===== config.mk =====
export PLATFORM = sky130hd
export DESIGN_NAME = xvec_stream_tx
export DESIGN_NICKNAME = d
export VERILOG_FILES = /design/src/rtl/xvec_tx_pkg.sv /design/src/rtl/xvec_tx_buf.sv /design/src/rtl/xvec_stream_tx.sv
export SDC_FILE = /design/constraint.sdc
export NUM_CORES = 1
export LEC_CHECK = 0
export CORE_MARGIN = 2
export CORE_UTILIZATION = 55
export DETAILED_ROUTE_END_ITERATION = 6
export PLACE_DENSITY = 0.79
export SYNTH_ARGS = -nofsm -noshare
export SYNTH_HDL_FRONTEND = slang
export SYNTH_SLANG_ARGS = --single-unit

===== constraint.sdc =====
create_clock -name clk -period 5.2 [get_ports clk]
set_clock_uncertainty 0.05 [all_clocks]
set_input_delay 0.52 -clock clk [delete_from_list [all_inputs] [get_ports clk]]
set_output_delay 0.52 -clock clk [all_outputs]
set_load 0.1 [all_outputs]

===== src/rtl/xvec_tx_pkg.sv =====
// Shared types and helpers for the x-vector stream transmitter.
package xvec_tx_pkg;

  typedef enum logic [1:0] {
    IDLE = 2'd0,
    ARM  = 2'd1,
    SEND = 2'd2,
    FIN  = 2'd3
  } tx_state_t;

  // Wrap increment against the real vector length, not the address range.
  function automatic int next_ptr(input int ptr, input int lenx);
    return (ptr == lenx - 1) ? 0 : ptr + 1;
  endfunction

endpackage


===== src/rtl/xvec_tx_buf.sv =====
// Single-address vector buffer: synchronous write, registered read.
module xvec_tx_buf #(
  parameter int WIDTH = 8,
  parameter int DEPTH = 3,
  parameter int AW    = 2
) (
  input  logic                    clk,
  input  logic                    we,
  input  logic [AW-1:0]           addr,
  input  logic signed [WIDTH-1:0] wdata,
  output logic signed [WIDTH-1:0] rdata
);

  logic signed [WIDTH-1:0] mem [DEPTH];

  // Writes only happen in IDLE, so read and write never collide.
  always_ff @(posedge clk) begin
    if (we) mem[addr] <= wdata;
    else    rdata     <= mem[addr];
  end

endmodule


===== src/rtl/xvec_stream_tx.sv =====
// Replays a loaded LENX-word vector num_frames times on a valid/ready stream.
module xvec_stream_tx
  import xvec_tx_pkg::*;
#(
  parameter int WIDTH = 8,
  parameter int LENX  = 3,
  parameter int ADDRX = 2,
  parameter int NFW   = 8
) (
  input  logic                    clk,
  input  logic                    reset,
  input  logic signed [WIDTH-1:0] ld_data,
  input  logic                    ld_valid,
  output logic                    ld_ready,
  input  logic                    start,
  input  logic [NFW-1:0]          num_frames,
  output logic                    busy,
  output logic                    done,
  output logic                    loaded,
  output logic signed [WIDTH-1:0] m_data_out_x,
  output logic                    m_valid_x,
  input  logic                    m_ready_x
);

  localparam logic [ADDRX-1:0] LAST = ADDRX'(LENX - 1);

  tx_state_t        state, state_nxt;
  logic [ADDRX-1:0] wr_ptr, rd_ptr, rd_ptr_nxt, rd_addr, ram_addr;
  logic [ADDRX-1:0] wr_ptr_inc, rd_ptr_inc;
  logic [NFW-1:0]   frames_left, frames_nxt;
  logic             ld_fire, start_ok, hs, wrap, last_word;

  assign wr_ptr_inc = ADDRX'(next_ptr(int'(wr_ptr), LENX));
  assign rd_ptr_inc = ADDRX'(next_ptr(int'(rd_ptr), LENX));

  assign ld_ready  = (state == IDLE) && !start && !reset;
  assign ld_fire   = ld_valid && ld_ready;
  assign start_ok  = (state == IDLE) && start && loaded && (num_frames != '0);
  assign hs        = m_valid_x && m_ready_x;
  assign wrap      = hs && (rd_ptr == LAST);
  assign last_word = wrap && (frames_left == NFW'(1));

  assign busy      = (state == ARM) || (state == SEND);
  assign done      = (state == FIN);
  assign m_valid_x = (state == SEND);

  always_comb begin
    state_nxt  = state;
    rd_ptr_nxt = rd_ptr;
    frames_nxt = frames_left;
    rd_addr    = rd_ptr;
    case (state)
      IDLE: begin
        if (start_ok) begin
          state_nxt  = ARM;
          rd_ptr_nxt = '0;
          frames_nxt = num_frames;
          rd_addr    = '0;
        end
      end
      ARM:  state_nxt = SEND;
      SEND: begin
        // Re-read the current word under backpressure so the output holds.
        if (hs) begin
          rd_ptr_nxt = rd_ptr_inc;
          rd_addr    = rd_ptr_inc;
          if (wrap)      frames_nxt = frames_left - NFW'(1);
          if (last_word) state_nxt  = FIN;
        end
      end
      FIN:     state_nxt = IDLE;
      default: state_nxt = IDLE;
    endcase
  end

  always_ff @(posedge clk) begin
    if (reset) begin
      state       <= IDLE;
      wr_ptr      <= '0;
      rd_ptr      <= '0;
      frames_left <= '0;
      loaded      <= 1'b0;
    end else begin
      state       <= state_nxt;
      rd_ptr      <= rd_ptr_nxt;
      frames_left <= frames_nxt;
      if (ld_fire) begin
        wr_ptr <= wr_ptr_inc;
        if (wr_ptr == LAST)     loaded <= 1'b1;
        else if (wr_ptr == '0)  loaded <= 1'b0;
      end
    end
  end

  assign ram_addr = ld_fire ? wr_ptr : rd_addr;

  xvec_tx_buf #(
    .WIDTH (WIDTH),
    .DEPTH (LENX),
    .AW    (ADDRX)
  ) u_buf (
    .clk   (clk),
    .we    (ld_fire),
    .addr  (ram_addr),
    .wdata (ld_data),
    .rdata (m_data_out_x)
  );

endmodule


==> flow_metrics.env, run 1 <==
export IMPL_arrival_ns=2.80
export IMPL_slowest_stage="clkdlybuf4s50_1"
export IMPL_critical_path_class="reg -> out"
export IMPL_slew_viol_final=0
export IMPL_initial_core_util_pct=58.1
export IMPL_cp_top_family="buffers and inverters"
export IMPL_synth_area_um2=2160
export IMPL_fin_crit_ns=3.37
export IMPL_finalHoldWorstSlack_ns=0.490
export IMPL_fp_row_count=22
export IMPL_maxCapViolations=0
export IMPL_cts_resized=0
export IMPL_drt_iter0_drc=126
export IMPL_crit_path_max_incr_delay_ns=1.29
export IMPL_path_buf_inv=2
export IMPL_numCtsBuffers=5
export IMPL_grt_pass1_vias=1583
export IMPL_gp_congestion=0.940
export IMPL_leakage_nw=0.879
export IMPL_post_cts_setup_buffers=0
export IMPL_ctsHoldBuffers=0
export IMPL_area_growth_pct=20.3
export IMPL_gr_usage_all_layers_pct=21.8
export IMPL_grt_setup_unrepaired="false"
export IMPL_drc=0
export IMPL_critPathCaptureType="primary output"
export IMPL_h_tree_depth=2
export IMPL_setup_viol=0
export IMPL_grt_ovfl_total=0
export IMPL_synth_edf_count=32
export IMPL_cp_cell_sequence="inv_1 > ha_1 > clkdlybuf4s50_1"
export IMPL_dieArea_um2=4440
export IMPL_cts_tree="done"
export IMPL_synth_distinct_cells=38
export IMPL_firstDrtPassIters=4
export IMPL_hold_class="reg -> reg"
export IMPL_worst_path_max_fanout=29
export IMPL_wirelength_um=4360
export IMPL_synth_most_common_cell="edfxtp_1"
export IMPL_io_buffers=33
export IMPL_hpwl_um=3050
export IMPL_p_per_area_nw_per_um2=394
export IMPL_via_count=1607
export IMPL_worst_slew_pin_transition_ns=1.02
export IMPL_peakVddDrop_uv=202
export IMPL_cts_buffer_depth=2
export IMPL_finalCritPeriodShare_pct=64.7
export IMPL_synth_ff_type="edfxtp_1"
export IMPL_die_h_um=66.6
export IMPL_syn_area_per_cell_um2=11.6
export IMPL_status="completed"
export IMPL_wl_per_cell_um=16.4
export IMPL_die_x_um=66.6
export IMPL_max_freq_mhz=297
export IMPL_num_nets_final=243
export IMPL_hold_violations=0
export IMPL_ys_ff_latch=47
export IMPL_grt_max_degree=30
export IMPL_synthCells=186
export IMPL_core_um2=3720
export IMPL_synthTopCellsByCount="edfxtp_1, nand2_1, dfxtp_1, a21oi_1, nor2_1"
export IMPL_boundaryPins=34
export IMPL_cts_root_buf="clkbuf_8"
export IMPL_synth_fp_nets=212
export IMPL_startpoint_type="flop"
export IMPL_critPathRequiredTime_ns=4.63
export IMPL_grt_pass1_wl_um=7060
export IMPL_ant_nets=0
export IMPL_relSlewSlack_pct=31.8
export IMPL_synthTopCellsByArea="edfxtp_1, dfxtp_1, a21oi_1, a2bb2oi_1, a32oi_1"
export IMPL_seq_area_frac_synth_pct=58.4
export IMPL_synth_async_sr_flop_share_pct=0
export IMPL_antenna_found_initial=0
export IMPL_setup_tns_ns=0
export IMPL_yosysTopAreaCellShare_pct=44.5
export IMPL_layout_drive_gt1_share_pct=6.88
export IMPL_viasPerCell=6.04
export IMPL_clk_pin_slew_worst_paths_ns=0.08
export IMPL_clock_sinks=47
export IMPL_yosys_area_top_type="edfxtp_1"
export IMPL_num_antenna_cells=0
export IMPL_yosysWarnings=0
export IMPL_worst_skew_pair_late_latency_ns=0.29
-- final timing paths --
check,from,endpoint,slack [ns],depth (start not counted)
setup / recovery,state[0]$_SDFFE_PP0P_,m_valid_x,1.83,3
setup reg to reg,state[0]$_SDFFE_PP0P_,frames_left[5]$_SDFFE_PP0P_,2.26,7
hold reg to reg,rd_ptr[0]$_SDFF_PP0_,rd_ptr[0]$_SDFF_PP0_,0.49,2
hold / removal,rd_ptr[0]$_SDFF_PP0_,rd_ptr[0]$_SDFF_PP0_,0.49,2
-- layout make-up --
type	count	area, µm²
clock buffers	6	72.6
fillers	274	1120
well taps	48	60.1
multi-input cells	122	827
repair buffers	33	330
clock inverters	2	16.3
flip-flops and latches	47	1260
inverters	8	30.0
-- metal layers --
layer / part of all wire [%] / global-route usage (%)
met4: 1.0 / 8.93
met5: 0 / 0
met2: 48 / 36.0
met3: 8.0 / 5.91
met1: 43 / 27.0
-- flip-flops by register name, summed over array words and instances, names as in the netlist --
| register | flops |
|---|---|
| frames_left | 8 |
| wr_ptr | 2 |
| rd_ptr | 2 |
| state | 2 |
| u_buf.mem | 24 |
| u_buf.rdata | 8 |
| loaded | 1 |
-- placed cells by master, fill, tap and decap left out, drive strengths merged --
| cell type | n |
|---|---|
| a211oi | 8 |
| a21boi | 1 |
| a21oi | 14 |
| a2bb2oi | 8 |
| a31o | 1 |
| a32oi | 8 |
| and4b | 1 |
| and4bb | 1 |
| clkbuf | 6 |
| clkdlybuf4s50 | 33 |
| clkinvlp | 1 |
| dfxtp | 15 |
| edfxtp | 32 |
| ha | 5 |
| inv | 9 |
| mux2i | 3 |
| nand2 | 18 |
| nand2b | 4 |
| nand3 | 1 |
| nand3b | 3 |
| nand4b | 1 |
| nor2 | 13 |
| nor2b | 1 |
| nor3b | 1 |
| nor4 | 1 |
| nor4bb | 1 |
| o211a | 2 |
| o211ai | 2 |
| o21ai | 14 |
| o22ai | 5 |
| o31ai | 1 |
| o41ai | 1 |
| or4 | 3 |
-- metrics by stage --
stage                     cells  utilization, %  area, µm²  worst slack [ns]  power [mW]
after floorplan             186               -       2160              1.74       0.734
after global placement      258            67.5       2510              1.91       0.798
after detailed placement    258            67.5       2510              1.90       0.811
after CTS                   266            69.9       2600              1.85        1.03
after global routing        266            69.9       2600              1.70        1.08
final                       266            69.9       2600              1.83        1.02
-- power breakdown --
| group | leakage [nW] | total, mW | internal, mW | switching [mW] |
|---|---|---|---|---|
| clock network | 0.0418 | 0.217 | 0.0965 | 0.120 |
| logic | 0.416 | 0.340 | 0.110 | 0.230 |
| registers | 0.421 | 0.466 | 0.439 | 0.0273 |
-- tightest hold or removal path: stages (launching register included) --
cell and delay (ns):
dfxtp_1 0.36, nand3_1 0.09, a21oi_1 0.06
-- logic make-up (layout without fill, tap and decap cells) --
logic type	count (synthesis)	count (layout)	share of synthesized area, %
AO/OA/AOI/OAI	65	65	21.9
AND/OR/NAND/NOR	49	49	12.2
flip-flops	47	47	58.4
buffers and inverters	17	49	3.25
adder cells (fa/ha/maj)	5	5	2.90
multiplexers	3	3	1.39
Note: power is estimated with default switching activity, not from simulation.
==> inputs of run 2 (changes only) <==
Settings changed: CORE_UTILIZATION 55 to 53, PLACE_DENSITY 0.79 to 0.77.
Clock period 5.2 ns to 3.42 ns, I/O delays scaled along.
==> flow_metrics.env, run 2 (synthesis results as in run 1) <==
export IMPL_status="completed"
export IMPL_via_count=1638
export IMPL_wl_per_cell_um=17.2
export IMPL_grt_setup_unrepaired="false"
export IMPL_max_freq_mhz=360
export IMPL_io_buffers=33
export IMPL_cts_buffer_depth=2
export IMPL_finalCritPeriodShare_pct=81.2
export IMPL_critPathCaptureType="flop"
export IMPL_cts_root_buf="clkbuf_8"
export IMPL_ant_nets=0
export IMPL_leakage_nw=0.902
export IMPL_ctsHoldBuffers=0
export IMPL_worst_skew_pair_late_latency_ns=0.30
export IMPL_crit_path_max_incr_delay_ns=0.77
export IMPL_area_growth_pct=20.9
export IMPL_final_common_cell="edfxtp_1"
export IMPL_slowest_stage="ha_1"
export IMPL_worst_slew_pin_transition_ns=0.987
export IMPL_seqPwrFrac_pct=45.2
export IMPL_p_per_area_nw_per_um2=604
export IMPL_top_regs="u_buf.mem: 24 flops, frames_left: 8 flops, u_buf.rdata: 8 flops"
export IMPL_core_um2=3970
export IMPL_gr_usage_all_layers_pct=23.1
export IMPL_grt_pass1_vias=1584
export IMPL_antenna_found_initial=0
export IMPL_numCtsBuffers=5
export IMPL_setup_viol=0
export IMPL_arrival_ns=2.87
export IMPL_combPwrFrac_pct=33.5
export IMPL_drt_iter0_drc=161
export IMPL_largest_reg_flops=24
export IMPL_grt_max_degree=30
export IMPL_grt_ovfl_total=0
export IMPL_setup_tns_ns=0
export IMPL_final_util_pct=65.7
export IMPL_finalPower_mw=1.58
export IMPL_worst_path_max_fanout=29
export IMPL_die_x_um=67.8
export IMPL_hold_class="reg -> reg"
export IMPL_boundaryPins=34
export IMPL_initial_core_util_pct=54.3
export IMPL_hpwl_um=3410
export IMPL_drc=0
export IMPL_num_antenna_cells=0
export IMPL_dieArea_um2=4600
export IMPL_path_buf_inv=1
export IMPL_startpoint_type="flop"
export IMPL_grt_pass1_wl_um=7620
export IMPL_slew_viol_final=0
export IMPL_relSlewSlack_pct=34.0
export IMPL_viasPerCell=6.07
export IMPL_p_int_mw=0.985
export IMPL_wirelength_um=4650
export IMPL_cts_resized=0
export IMPL_fin_crit_ns=2.78
export IMPL_clk_pin_slew_worst_paths_ns=0.09
export IMPL_critPathRequiredTime_ns=3.51
export IMPL_die_h_um=67.8
export IMPL_clockPowerShare_pct=21.3
export IMPL_switching_share_pct=37.5
export IMPL_maxCapViolations=0
export IMPL_firstDrtPassIters=5
export IMPL_p_sw_mw=0.591
export IMPL_largest_register="u_buf.mem"
export IMPL_cts_tree="done"
export IMPL_critical_path_class="reg -> reg"
export IMPL_layout_drive_gt1_share_pct=9.55
export IMPL_hold_violations=0
export IMPL_post_cts_setup_buffers=0
export IMPL_gp_congestion=0.842
export IMPL_fp_row_count=23
export IMPL_clock_sinks=47
export IMPL_final_cell_mix="edfxtp_1, clkdlybuf4s50_1, nand2_1"
export IMPL_cp_cell_sequence="inv_1 > ha_1 > mux2i_1 > a21oi_1 > o211a_1 > o21ai_0 > a2bb2oi_1"
export IMPL_h_tree_depth=2
export IMPL_peakVddDrop_uv=364
export IMPL_cp_top_family="compound AO/OA/AOI/OAI gates"
export IMPL_num_nets_final=245
==> run 2: cell count changes in the layout (fill, tap and decap cells not counted), sizes merged <==
| cell | change |
|---|---|
| buf | +5 |
| clkbuf | -1 |
| clkdlybuf4s50 | -3 |
| clkinv | +2 |
| clkinvlp | -1 |
==> run 2: worst paths after layout <==
kind	slack (ns)	start	cells after the start	end
max	0.64	state[0]$_SDFFE_PP0P_	7	u_buf.rdata[3]$_DFFE_PN_
min	0.48	state[0]$_SDFFE_PP0P_	2	state[0]$_SDFFE_PP0P_
max reg2reg	0.64	state[0]$_SDFFE_PP0P_	7	u_buf.rdata[3]$_DFFE_PN_
min reg2reg	0.48	state[0]$_SDFFE_PP0P_	2	state[0]$_SDFFE_PP0P_
==> run 2: worst min-delay path, stage by stage (launching register included) <==
cell      delay, ns
dfxtp_1        0.32
inv_1          0.09
a211oi_1       0.07
==> run 2: area by class of cell <==
class,count,area (µm²)
Clock buffer,5,68.8
Clock inverter,3,22.5
Inverter,8,30.0
Timing Repair Buffer,35,338
Fill cell,306,1360
Sequential cell,47,1260
Tap cell,50,62.6
Multi-Input combinational cell,122,827
==> run 2: power groups by stage <==
stage,clock network [mW],registers [mW],logic [mW]
2_1_floorplan,0,0.828,0.288
3_3_place_gp,0,0.721,0.509
5_1_grt,0.370,0.720,0.577
6_report,0.335,0.713,0.528
4_1_cts,0.344,0.712,0.526
3_5_place_dp,0,0.724,0.523
==> run 2: routing by layer <==
metal	wire length (µm)	track usage, %	vias to the layer above
li1	-	-	783
met1	2070	31.7	789
met2	2170	33.5	54
met3	308	7.57	12
met4	89	10.3	0
met5	0	0	-
==> run 2: through the flow <==
stage	setup slack [ns]	cells	hold slack, ns	instance area, µm²
finish	0.641	270	0.480	2610
global route	0.313	270	0.518	2610
CTS	0.670	270	0.486	2610
detailed placement	0.692	262	0.471	2520
global placement	0.845	262	0.457	2520
floorplan	0.142	186	0.391	2160
